--- src/rtl/sat_pkg.sv ---
// rtl/sat_pkg.sv - shared saturating-arithmetic helpers for the adder tree
//
// Purpose: clamp limits, the saturating add used at every tree node and the
//          accumulator, the tree depth helper, and the sideband beat record.
// Ports:   none (package).
package sat_pkg;

  // Arithmetic is done at a fixed wide width, so one function serves any
  // lane width up to 63 bits without overflowing the intermediate sum.
  localparam int SAT_WIDE = 64;

  typedef logic signed [SAT_WIDE-1:0] sat_wide_t;

  typedef struct packed {
    logic      flag;
    sat_wide_t value;
  } sat_res_t;

  // Control bits that travel down the tree alongside each beat.
  typedef struct packed {
    logic valid;
    logic mode;
    logic first;
    logic last;
  } sideband_t;

  function automatic sat_wide_t sat_max(input int width);
    return (sat_wide_t'(1) <<< (width - 1)) - sat_wide_t'(1);
  endfunction

  function automatic sat_wide_t sat_min(input int width);
    return -sat_max(width) - sat_wide_t'(1);
  endfunction

  function automatic int sat_levels(input int n);
    return $clog2(n);
  endfunction

  // Operands arrive sign-extended, so the exact sum always fits in the wide
  // type; out-of-range sums are exactly the two-operand overflow cases.
  function automatic sat_res_t sat_add(input sat_wide_t a, input sat_wide_t b,
                                       input int width);
    sat_wide_t s;
    sat_res_t  r;
    s = a + b;
    if (s > sat_max(width)) begin
      r.flag  = 1'b1;
      r.value = sat_max(width);
    end else if (s < sat_min(width)) begin
      r.flag  = 1'b1;
      r.value = sat_min(width);
    end else begin
      r.flag  = 1'b0;
      r.value = s;
    end
    return r;
  endfunction

endpackage

--- src/rtl/sat_add_stage.sv ---
// rtl/sat_add_stage.sv - one registered saturating two-input adder with flags
//
// Purpose: r = sat_add(a, b); flag = clamp | a_flag | b_flag, registered.
// Ports:   i_clock, i_reset_n (async, active low), i_enable (hold when 0),
//          i_a/i_b + i_a_flag/i_b_flag operands, o_sum/o_flag registered result.
module sat_add_stage
  import sat_pkg::*;
#(
  parameter int data_width = 17
) (
  input  logic                         i_clock,
  input  logic                         i_reset_n,
  input  logic                         i_enable,
  input  logic signed [data_width-1:0] i_a,
  input  logic signed [data_width-1:0] i_b,
  input  logic                         i_a_flag,
  input  logic                         i_b_flag,
  output logic signed [data_width-1:0] o_sum,
  output logic                         o_flag
);

  sat_res_t                     w_res;
  logic signed [data_width-1:0] r_sum;
  logic                         r_flag;

  assign w_res = sat_add(sat_wide_t'(i_a), sat_wide_t'(i_b), data_width);

  always_ff @(posedge i_clock or negedge i_reset_n) begin
    if (!i_reset_n) begin
      r_sum  <= '0;
      r_flag <= 1'b0;
    end else if (i_enable) begin
      r_sum  <= w_res.value[data_width-1:0];
      r_flag <= w_res.flag | i_a_flag | i_b_flag;
    end
  end

  assign o_sum  = r_sum;
  assign o_flag = r_flag;

endmodule

--- src/rtl/sat_adder_tree.sv ---
// rtl/sat_adder_tree.sv - pipelined saturating adder tree with accumulator
//
// Purpose: reduces num_inputs signed lanes to one saturated sum per beat,
//          optionally accumulating successive beats (in_mode=1).
// Ports:   clock, reset (async, active low), enable (global stall),
//          in_valid/in_mode/in_first/in_last beat controls, data_in packed
//          lanes; sum/saturated result, out_valid qualifier.
module sat_adder_tree
  import sat_pkg::*;
#(
  parameter int data_width = 17,
  parameter int num_inputs = 8
) (
  input  logic                             clock,
  input  logic                             reset,
  input  logic                             enable,
  input  logic                             in_valid,
  input  logic                             in_mode,
  input  logic                             in_first,
  input  logic                             in_last,
  input  logic [num_inputs*data_width-1:0] data_in,
  output logic signed [data_width-1:0]     sum,
  output logic                             out_valid,
  output logic                             saturated
);

  localparam int LEVELS = sat_levels(num_inputs);

  // Heap layout: node g combines 2g and 2g+1, leaves sit at num_inputs..,
  // the root is node 1. All leaves share one depth, so every path through
  // the tree carries the same number of registers.
  logic signed [data_width-1:0] w_node [1:2*num_inputs-1];
  logic                         w_flag [1:2*num_inputs-1];

  genvar g;
  for (g = 0; g < num_inputs; g++) begin : g_leaf
    assign w_node[num_inputs+g] = data_in[g*data_width +: data_width];
    assign w_flag[num_inputs+g] = 1'b0;
  end

  for (g = 1; g < num_inputs; g++) begin : g_node
    sat_add_stage #(.data_width(data_width)) u_stage (
      .i_clock  (clock),
      .i_reset_n(reset),
      .i_enable (enable),
      .i_a      (w_node[2*g]),
      .i_b      (w_node[2*g+1]),
      .i_a_flag (w_flag[2*g]),
      .i_b_flag (w_flag[2*g+1]),
      .o_sum    (w_node[g]),
      .o_flag   (w_flag[g])
    );
  end

  sideband_t r_sb [1:LEVELS];

  always_ff @(posedge clock or negedge reset) begin
    if (!reset) begin
      for (int k = 1; k <= LEVELS; k++) r_sb[k] <= '0;
    end else if (enable) begin
      r_sb[1] <= '{valid: in_valid, mode: in_mode, first: in_first, last: in_last};
      for (int k = 2; k <= LEVELS; k++) r_sb[k] <= r_sb[k-1];
    end
  end

  sideband_t                    w_tree_sb;
  logic signed [data_width-1:0] w_acc;
  logic                         w_acc_flag;
  logic signed [data_width-1:0] w_acc_a;
  logic                         w_acc_a_flag;
  logic                         w_acc_en;

  assign w_tree_sb    = r_sb[LEVELS];
  // A first beat starts from zero instead of the stale accumulator.
  assign w_acc_a      = w_tree_sb.first ? '0 : w_acc;
  assign w_acc_a_flag = ~w_tree_sb.first & w_acc_flag;
  assign w_acc_en     = enable & w_tree_sb.valid & w_tree_sb.mode;

  sat_add_stage #(.data_width(data_width)) u_acc (
    .i_clock  (clock),
    .i_reset_n(reset),
    .i_enable (w_acc_en),
    .i_a      (w_acc_a),
    .i_b      (w_node[1]),
    .i_a_flag (w_acc_a_flag),
    .i_b_flag (w_flag[1]),
    .o_sum    (w_acc),
    .o_flag   (w_acc_flag)
  );

  // The visible result is either the pass-through register or the
  // accumulator itself (r_sel_acc). When an accumulating beat would alter
  // the accumulator while it is on display, the displayed value is first
  // copied into the pass-through register so sum keeps holding.
  logic                         r_out_valid;
  logic signed [data_width-1:0] r_pass_sum;
  logic                         r_pass_flag;
  logic                         r_sel_acc;

  always_ff @(posedge clock or negedge reset) begin
    if (!reset) begin
      r_out_valid <= 1'b0;
      r_pass_sum  <= '0;
      r_pass_flag <= 1'b0;
      r_sel_acc   <= 1'b0;
    end else if (enable) begin
      r_out_valid <= w_tree_sb.valid & (~w_tree_sb.mode | w_tree_sb.last);
      if (w_tree_sb.valid && !w_tree_sb.mode) begin
        r_pass_sum  <= w_node[1];
        r_pass_flag <= w_flag[1];
        r_sel_acc   <= 1'b0;
      end else if (w_tree_sb.valid && w_tree_sb.last) begin
        r_sel_acc   <= 1'b1;
      end else if (w_tree_sb.valid && r_sel_acc) begin
        r_pass_sum  <= w_acc;
        r_pass_flag <= w_acc_flag;
        r_sel_acc   <= 1'b0;
      end
    end
  end

  // Gating with enable hides a held result during a stall; it reappears on
  // the next enabled cycle, so nothing is dropped or duplicated.
  assign out_valid = r_out_valid & enable;
  assign sum       = r_sel_acc ? w_acc : r_pass_sum;
  assign saturated = r_sel_acc ? w_acc_flag : r_pass_flag;

endmodule

--- config.mk ---
export PLATFORM = sky130hd
export DESIGN_NAME = sat_adder_tree
export DESIGN_NICKNAME = d
export VERILOG_FILES = /design/src/rtl/sat_pkg.sv /design/src/rtl/sat_add_stage.sv /design/src/rtl/sat_adder_tree.sv
export SDC_FILE = /design/constraint.sdc
export NUM_CORES = 1
export LEC_CHECK = 0
export CAP_MARGIN = 30
export CORE_UTILIZATION = 50
export DETAILED_ROUTE_END_ITERATION = 10
export GPL_TIMING_DRIVEN = 1
export MAX_ROUTING_LAYER = met4
export PLACE_DENSITY_LB_ADDON = 0.3
export SLEW_MARGIN = 20
export SYNTH_ARGS = -nofsm -noshare
export SYNTH_HDL_FRONTEND = slang
export SYNTH_HIERARCHICAL = 1
export SYNTH_SLANG_ARGS = --single-unit
--- constraint.sdc ---
create_clock -name clock -period 4.62 [get_ports clock]
set_input_delay 0.693 -clock clock [delete_from_list [all_inputs] [get_ports clock]]
set_output_delay 0.693 -clock clock [all_outputs]
set_load 0.05 [all_outputs]
Word-level counts from Yosys, hierarchy flattened
Index checks and enable logic that the tools add are counted.
{ "op_classes": {"addsub": 8, "multipliers": 0, "n_div": 0, "magnitude_cmp": 16, "eq_ne": 1, "shifts": 0, "muxes": 28, "n_bitwise": 16, "n_reduce_logical": 8} }
{ "ops": {"columns": ["cell", "count"], "rows": [
  ["$mux W65", 16],
  ["$gt A64 B17 Y1 const B", 8],
  ["$lt A64 B17 Y1 const B", 8],
  ["$add A17 B17 Y18", 8],
  ["$mux W17", 5],
  ["$or A1 B1 Y1", 9],
  ["$mux W1", 7],
  ["$and A1 B1 Y1", 5],
  ["$logic_and A1 B1 Y1", 3],
  ["$reduce_and A3 Y1", 1],
  ["$reduce_bool A3 Y1", 1],
  ["$ne A2 B2 Y1 const B", 1],
  ["$not A1 Y1", 2],
  ["$reduce_and A2 Y1", 1],
  ["$reduce_bool A2 Y1", 1],
  ["$logic_not A1 Y1", 1]
]} }
{ "word_totals": {"ff_bits": 176, "latchBits": 0, "ram_bits": 0, "rom_bits": 0, "word_cells": 109, "mem_count": 0} }

Logic depth before layout (Yosys ltp)
Gate-level depths: netlist of the first run.
{ "depth": {"depth_word": 7, "depth_mapped": 13, "ltp_nobuf": 11} }

Modules after synthesis
The synthesis of the first run kept the hierarchy.
{ "by_module_without_submodules": {"columns": ["module", "instances", "cells_per_inst", "area_per_inst_um2", "seq_area_each_um2"], "rows": [
  ["sat_add_stage (g_node[1].u_stage ...)", 6, 195, 1754.2, 450.4],
  ["sat_adder_tree", 1, 139, 1878.1, 800.8],
  ["sat_add_stage (g_node[7].u_stage)", 1, 211, 1861.8, 450.4],
  ["sat_add_stage (g_node[3].u_stage)", 1, 195, 1686.6, 450.4]
]} }

Worst setup path after synthesis of the first run
No wires, ideal clock.
{ "synth_timing": {"path_type": "in2reg", "start": "input port data_in[0]", "end": "register g_node[4].u_stage.r_sum[1]", "setup_time_ns": 0.065, "arrival_time_ns": 2.796, "required_time_ns": 4.555, "slack_ns": 1.759, "cell_stages": 11, "path_buffers": 1, "path_cell_list": "ha_1 inv_1 fa_1 nand2b_1 a21o_1 a21oi_2 o21ai_4 or3_1 buf_2 a2111oi_4 a211o_1"} }
{ "synth_via": {"elab_chain_cells": 4, "word_cells_on_any_way": 5, "cone_classes": "1 x add/sub; 2 x order compare; 2 x mux"} }
{ "synth_lines": {"columns": ["item", "line_no", "source"], "rows": [
  ["start: declaration", "sat_adder_tree.sv:21", "input logic [num_inputs*data_width-1:0] data_in,"],
  ["$add A17 B17 Y18 (*)", "sat_pkg.sv:45", "s = a + b;"],
  ["$lt A64 B17 Y1", "sat_pkg.sv:49", "end else if (s < sat_min(width)) begin"],
  ["$mux W65", "sat_pkg.sv:49", null],
  ["$mux W65 (*)", "sat_pkg.sv:46", "if (s > sat_max(width)) begin"],
  ["end signal: assignment", "sat_add_stage.sv:33", "r_sum <= w_res.value[data_width-1:0];"],
  ["end: declaration", "sat_add_stage.sv:23", "logic signed [data_width-1:0] r_sum;"]
]} }
Mark *: on every way between the ends. The rest lies on a longest branch, timed or not.
A chain may end at the register's enable or synchronous reset.

Worst setup path after layout of the first run
{ "layout_timing": {"start": "register r_sb[1] (netlist name)", "end": "register u_acc.r_sum[15], in the netlist u_acc/o_sum[15]"} }
{ "layout_via": {"elab_chain_cells": 5, "word_cells_on_any_way": 6, "cone_classes": "1 x add/sub; 2 x order compare; 3 x mux"} }
{ "layout_lines": {"columns": ["item", "line_no", "source"], "rows": [
  ["start: declaration", "sat_adder_tree.sv:55", "sideband_t r_sb [1:LEVELS];"],
  ["$mux W17 (*)", "sat_adder_tree.sv:75", "assign w_acc_a = w_tree_sb.first ? '0 : w_acc;"],
  ["net w_acc_a[10]", "sat_adder_tree.sv:69", "logic signed [data_width-1:0] w_acc_a;"],
  ["$add A17 B17 Y18 (*)", "sat_pkg.sv:45", null],
  ["$lt A64 B17 Y1", "sat_pkg.sv:49", null],
  ["$mux W65", "sat_pkg.sv:49", null],
  ["$mux W65 (*)", "sat_pkg.sv:46", null],
  ["end signal: assignment", "sat_add_stage.sv:33", null],
  ["end: declaration", "sat_add_stage.sv:23", null]
]} }
The timed path passes the listed nets; every way through them passes the cells marked *.

==> flow_summary.yaml, run 1 <==
outcome:
  outcome: "completed"
timing:
  finClkSkew_ns: 0.0145
  fin_crit_ns: 3.43
  slew_violations: 0
  setup_viol: 0
  relSlewSlack_pct: 38.8
  min_period_over_period_pct: 74.2
  rsz0062_at_grt: "no"
  max_freq_mhz: 292
  worstMarginPinSlew_ns: 0.918
  final_hold_viol_count: 0
  fin_setup_tns_ns: 0
final_layout:
  insertedDiodeCount: 0
  mostFrequentLayoutCells: "176 x dfrtp_1, 159 x clkdlybuf4s50_1, 153 x a21oi_1, 136 x ha_1, 102 x nand2_1"
  final_common_cell: "dfrtp_1"
  drive_gt1_share_pct: 11.1
  nets: 2134
  syn_to_final_growth_pct: 15.2
  final_cells: 2262
  final_util_pct: 58.4
clock_network:
  clock_path_buffers: 2
  postCtsSetupBuffers: 0
  cts.htree.levels: 4
  cts_hold_buf: 0
  cts_tree: "done"
  path_clk_slew_ns: 0.08
  worstSkewPairLatency_ns: 0.43
  cts.root.buffer_cell: "clkbuf_16"
  cts_buffers: 17
  cts_sinks: 176
  cts_resized: 0
place:
  gp_congestion: 0.923
  dp.cells: 2230
  io_buffer_count: 161
  dp_hpwl_um: 29200
grt:
  busiest_layer: "met2"
  overflow: 0
  grt_pass1_wl_um: 64300
  grt_pass1_vias: 12900
  use_met3_pct: 2.95
  met2_usage_pct: 37.9
  antenna_found_initial: 0
  grt.met1_usage_pct: 33.0
  grt_max_degree: 97
  grt_use_total_pct: 24.1
power_and_ir_drop:
  p_per_area_nw_per_um2: 577
  ir_worst_vdd_mv: 0.359
  leakagePower_nw: 8.00
routing:
  wire_per_inst_um: 16.7
  vias: 13600
  drtPass1Iterations: 5
  drc: 0
  vias_per_cell: 6.00
  wirelength_um: 37700
  antenna_left: 0
  drt_iter0_markers: 943
yosys:
  synth_ff_type: "dfrtp_1"
  yosysTopAreaCellShare_pct: 27.6
  synth_edf_count: 0
  synthArstFlopShare_pct: 100
  synth.area.top_cells: "dfrtp_1 28%, ha_1 11%, a21oi_1 4.8%"
  synth_seq_area_share_pct: 27.6
  synth_cells: 1715
  yosysUniqueCellTypes: 93
  yosys.area.top_type: "dfrtp_1"
  ys_seq_elements: 176
  synth_area_sq_um: 16000
  ys_warn_count: 6
  post_synth.cell_area_avg_sq_um: 9.30
setup_path:
  cp-endpoint: "u_acc/o_sum[15]"
  crit_type: "reg -> reg"
  end_kind: "flop"
  crit_fanout: 19
  r2r-end: "u_acc/o_sum[15]"
  r2r_cells: 8
  crit_required_ns: 4.89
  cp_data_arrival_time_ns: 3.70
  r2r_slack_ns: 1.19
  critical_path.startpoint_type: "flop"
  r2r-start: "r_sb[1]"
  startpoint: "r_sb[1]"
floorplanning:
  die_w_um: 181
  core_sq_um: 31500
  die_h_um: 181
  row_count: 65
  start_util_pct: 50.7
  ios: 162
  die-area_sq_um: 32600
job:
  drv_cap: 0
hold_path:
  hold_class: "in -> async"
power breakdown:
part           switching (W)  internal (W)
registers           0.000499       0.00210
clock network       0.000644      0.000863
logic                0.00369       0.00281
worst min-delay path by stage:
stage | to | slack (ns) | cells past startpoint
floorplan | g_node[1].u_stage/o_flag | 0.40 | 0
global placement | r_sb[2] | 0.48 | 2
detailed placement | g_node[3].u_stage/o_sum[12] | 0.48 | 1
CTS | r_pass_sum[5] | 0.31 | 1
global route | r_pass_sum[0] | 0.34 | 1
finish | r_pass_sum[5] | 0.28 | 1
sequential cells by signal, summed over array words and instances, names as in the netlist:
signal	cells
r_sel_acc	1
g_node.u_stage/o_flag	7
r_sb	12
r_pass_flag	1
r_out_valid	1
r_pass_sum	17
u_acc/o_flag	1
g_node.u_stage/o_sum	119
u_acc/o_sum	17
metal layers:
metal / up-vias / routed length, um
li1: 6783 / -
met1: 6450 / 18500
met2: 295 / 17400
met3: 38 / 1380
met4: 0 / 486
met5: - / 0
final cells by class:
type	instances	area (sq um)
fillers	2737	13100
multi-input cells	1386	10800
flip-flops and latches	176	4400
repair buffers	168	1680
well taps	402	503
clock buffers	18	429
inverters	98	368
clock inverters	14	179
per-stage QoR:
step           instance area [sq um]  power, W  worst slack [ns]  hold slack (ns)
2_1_floorplan                  16000   0.00764              1.76            0.397
3_3_place_gp                   17800   0.00892             0.991            0.478
3_5_place_dp                   17800   0.00903             0.916            0.481
4_1_cts                        18400    0.0106              1.19            0.308
5_1_grt                        18400    0.0114             0.929            0.337
6_report                       18400    0.0106              1.19            0.283
critical path, cell delays in order, from the launching register on:
cell	delay, ns
dfrtp_1	0.80
nor2b_1	0.12
ha_1	0.40
a21oi_2	0.16
o21ai_1	0.14
a221o_1	0.46
o21ai_1	0.55
a2bb2oi_2	0.43
o221ai_1	0.21
kinds of logic (layout without fill, tap and decap cells):
family          count (synthesis)  in the layout  synth area share, %
fa+ha+maj                     145            145                 11.7
other cells                     1              8               0.0235
simple gates                  439            439                 14.9
flops                         176            176                 27.6
mux                            71             71                 5.45
compound gates                631            631                 30.5
xor+xnor                       92             92                 5.05
buf+inv                       160            298                 4.75
Yosys cell counts (all sizes together), types with 8 or more instances:
master,instances
or3,11
o21a,19
nor3,19
o2bb2ai,10
o21ai,73
a21oi,175
nand3,32
o211ai,37
nor4,14
a31oi,15
nand2,108
a221o,19
xor2,49
a2111oi,13
fa,8
or2,16
o2111ai,18
mux2,67
and2,9
a21o,51
dfrtp,176
nand2b,34
nor2,82
a211oi,67
a211o,32
buf,44
and3,31
inv,97
nor2b,60
xnor2,43
o221ai,48
clkbuf,17
and4,13
a21boi,8
ha,136
Note: power is estimated with default switching activity, not from simulation.
==> run 2: changes to the inputs <==
Clock period 4.62 ns to 3.4 ns, I/O delays scaled along.
==> run 2 against run 1 <==
Combinational power grew 39%. Non-clock buffer count grew 31. Setup slack lost 0.97 ns. Total power grew 37%. Worst hold slack lost 0.22 ns. Sequential cell count is the same. Largest cell class unchanged. Global-route usage grew 0.47 points. Die area is the same.
==> flow_summary.yaml, run 2 (synthesis gave the netlist of run 1 again) <==
timing:
  finClkSkew_ns: 0.0147
  relSlewSlack_pct: 46.9
  fin_crit_ns: 3.18
  fin_setup_tns_ns: 0
  rsz0062_at_grt: "no"
  max_freq_mhz: 315
  worstMarginPinSlew_ns: 0.795
  min_period_over_period_pct: 93.5
  final_hold_viol_count: 0
  setup_viol: 0
  slew_violations: 0
setup_path:
  crit_fanout: 14
  r2r_cells: 11
  r2r-start: "r_sb[1]"
  critical_path.startpoint_type: "flop"
  cp_data_arrival_time_ns: 3.56
  end_kind: "flop"
  crit_required_ns: 3.78
  r2r_slack_ns: 0.22
  crit_type: "reg -> reg"
  r2r-end: "u_acc/o_sum[1]"
clock_network:
  path_clk_slew_ns: 0.07
  clock_path_buffers: 2
  postCtsSetupBuffers: 0
  cts_resized: 0
  cts.root.buffer_cell: "clkbuf_16"
  cts_sinks: 176
  cts_buffers: 17
  cts_hold_buf: 0
  worstSkewPairLatency_ns: 0.43
  cts_tree: "done"
  cts.htree.levels: 4
final_layout:
  final_cells: 2293
  final_util_pct: 59.1
  insertedDiodeCount: 0
  largest_reg_flops: 119
  drive_gt1_share_pct: 12.5
  mostFrequentLayoutCells: "176 x dfrtp_1, 159 x clkdlybuf4s50_1, 153 x a21oi_1, 136 x ha_1, 102 x nand2_1"
  nets: 2165
  final_common_cell: "dfrtp_1"
  syn_to_final_growth_pct: 16.7
place:
  dp_hpwl_um: 30000
  io_buffer_count: 161
  dp.cells: 2261
  gp_congestion: 0.949
routing:
  antenna_left: 0
  drtPass1Iterations: 5
  drt_iter0_markers: 841
  wire_per_inst_um: 16.7
  drc: 0
  wirelength_um: 38300
  vias: 13800
  vias_per_cell: 6.03
power_and_ir_drop:
  leakagePower_nw: 8.14
  ir_worst_vdd_mv: 0.500
  p_per_area_nw_per_um2: 780
floorplanning:
  die_w_um: 181
  die-area_sq_um: 32600
  ios: 162
  core_sq_um: 31500
  start_util_pct: 50.7
  row_count: 65
  die_h_um: 181
grt:
  overflow: 0
  grt_use_total_pct: 24.5
  grt_pass1_vias: 13500
  grt_pass1_wl_um: 65400
  antenna_found_initial: 0
  grt_max_degree: 117
job:
  drv_cap: 0
outcome:
  outcome: "completed"
hold_path:
  hold_class: "in -> async"
==> run 2: area by class of cell <==
cell class	count	area, sq um
Clock inverter	13	151
Clock buffer	19	433
Multi-Input combinational cell	1386	10800
Timing Repair Buffer	199	1930
Tap cell	402	503
Fill cell	2738	12900
Sequential cell	176	4400
Inverter	98	368
==> run 2: worst max path at each step <==
stage	slack, ns	from	cells past startpoint	endpoint
5_1_grt	0.01	r_sb[1]	11	u_acc/o_sum[1]
3_5_place_dp	-0.06	data_in[102]	11	g_node[7].u_stage/o_sum[1]
4_1_cts	0.19	r_sb[1]	11	u_acc/o_sum[1]
2_1_floorplan	0.56	r_sb[1]	10	u_acc/o_sum[1]
6_report	0.22	r_sb[1]	11	u_acc/o_sum[1]
3_3_place_gp	0.05	data_in[102]	11	g_node[7].u_stage/o_sum[14]
==> run 2: worst max-delay path, stage by stage, from the launching register on <==
cell       delay (ns)
dfrtp_1          0.58
nor2b_1          0.20
ha_1             0.18
inv_1            0.05
fa_1             0.39
nand2b_1         0.18
a21o_1           0.21
a21oi_2          0.23
o21ai_4          0.13
or3_1            0.42
a2111oi_4        0.40
a211o_1          0.15
==> run 2: power by group <==
| group | internal [W] | switching (W) |
|---|---|---|
| clock network | 0.00110 | 0.000875 |
| registers | 0.00285 | 0.000673 |
| logic | 0.00395 | 0.00507 |
| total | 0.00790 | 0.00662 |
==> run 2: per-layer routing <==
metal,vias up,wire length [um],GRT usage (%)
li1,6821,-,-
met1,6648,18400,33.0
met2,298,17900,39.3
met3,50,1410,2.91
met4,0,664,6.19
met5,-,0,-
==> run 2: through the flow <==
step | worst slack (ns) | area (sq um) | power (W) | hold WS, ns
4_1_cts | 0.193 | 18600 | 0.0145 | 0.0811
6_report | 0.222 | 18600 | 0.0145 | 0.0614
3_3_place_gp | 0.0480 | 18000 | 0.0123 | 0.480
3_5_place_dp | -0.0649 | 18000 | 0.0125 | 0.474
2_1_floorplan | 0.560 | 16000 | 0.0104 | 0.214
5_1_grt | 0.0139 | 18600 | 0.0157 | 0.114
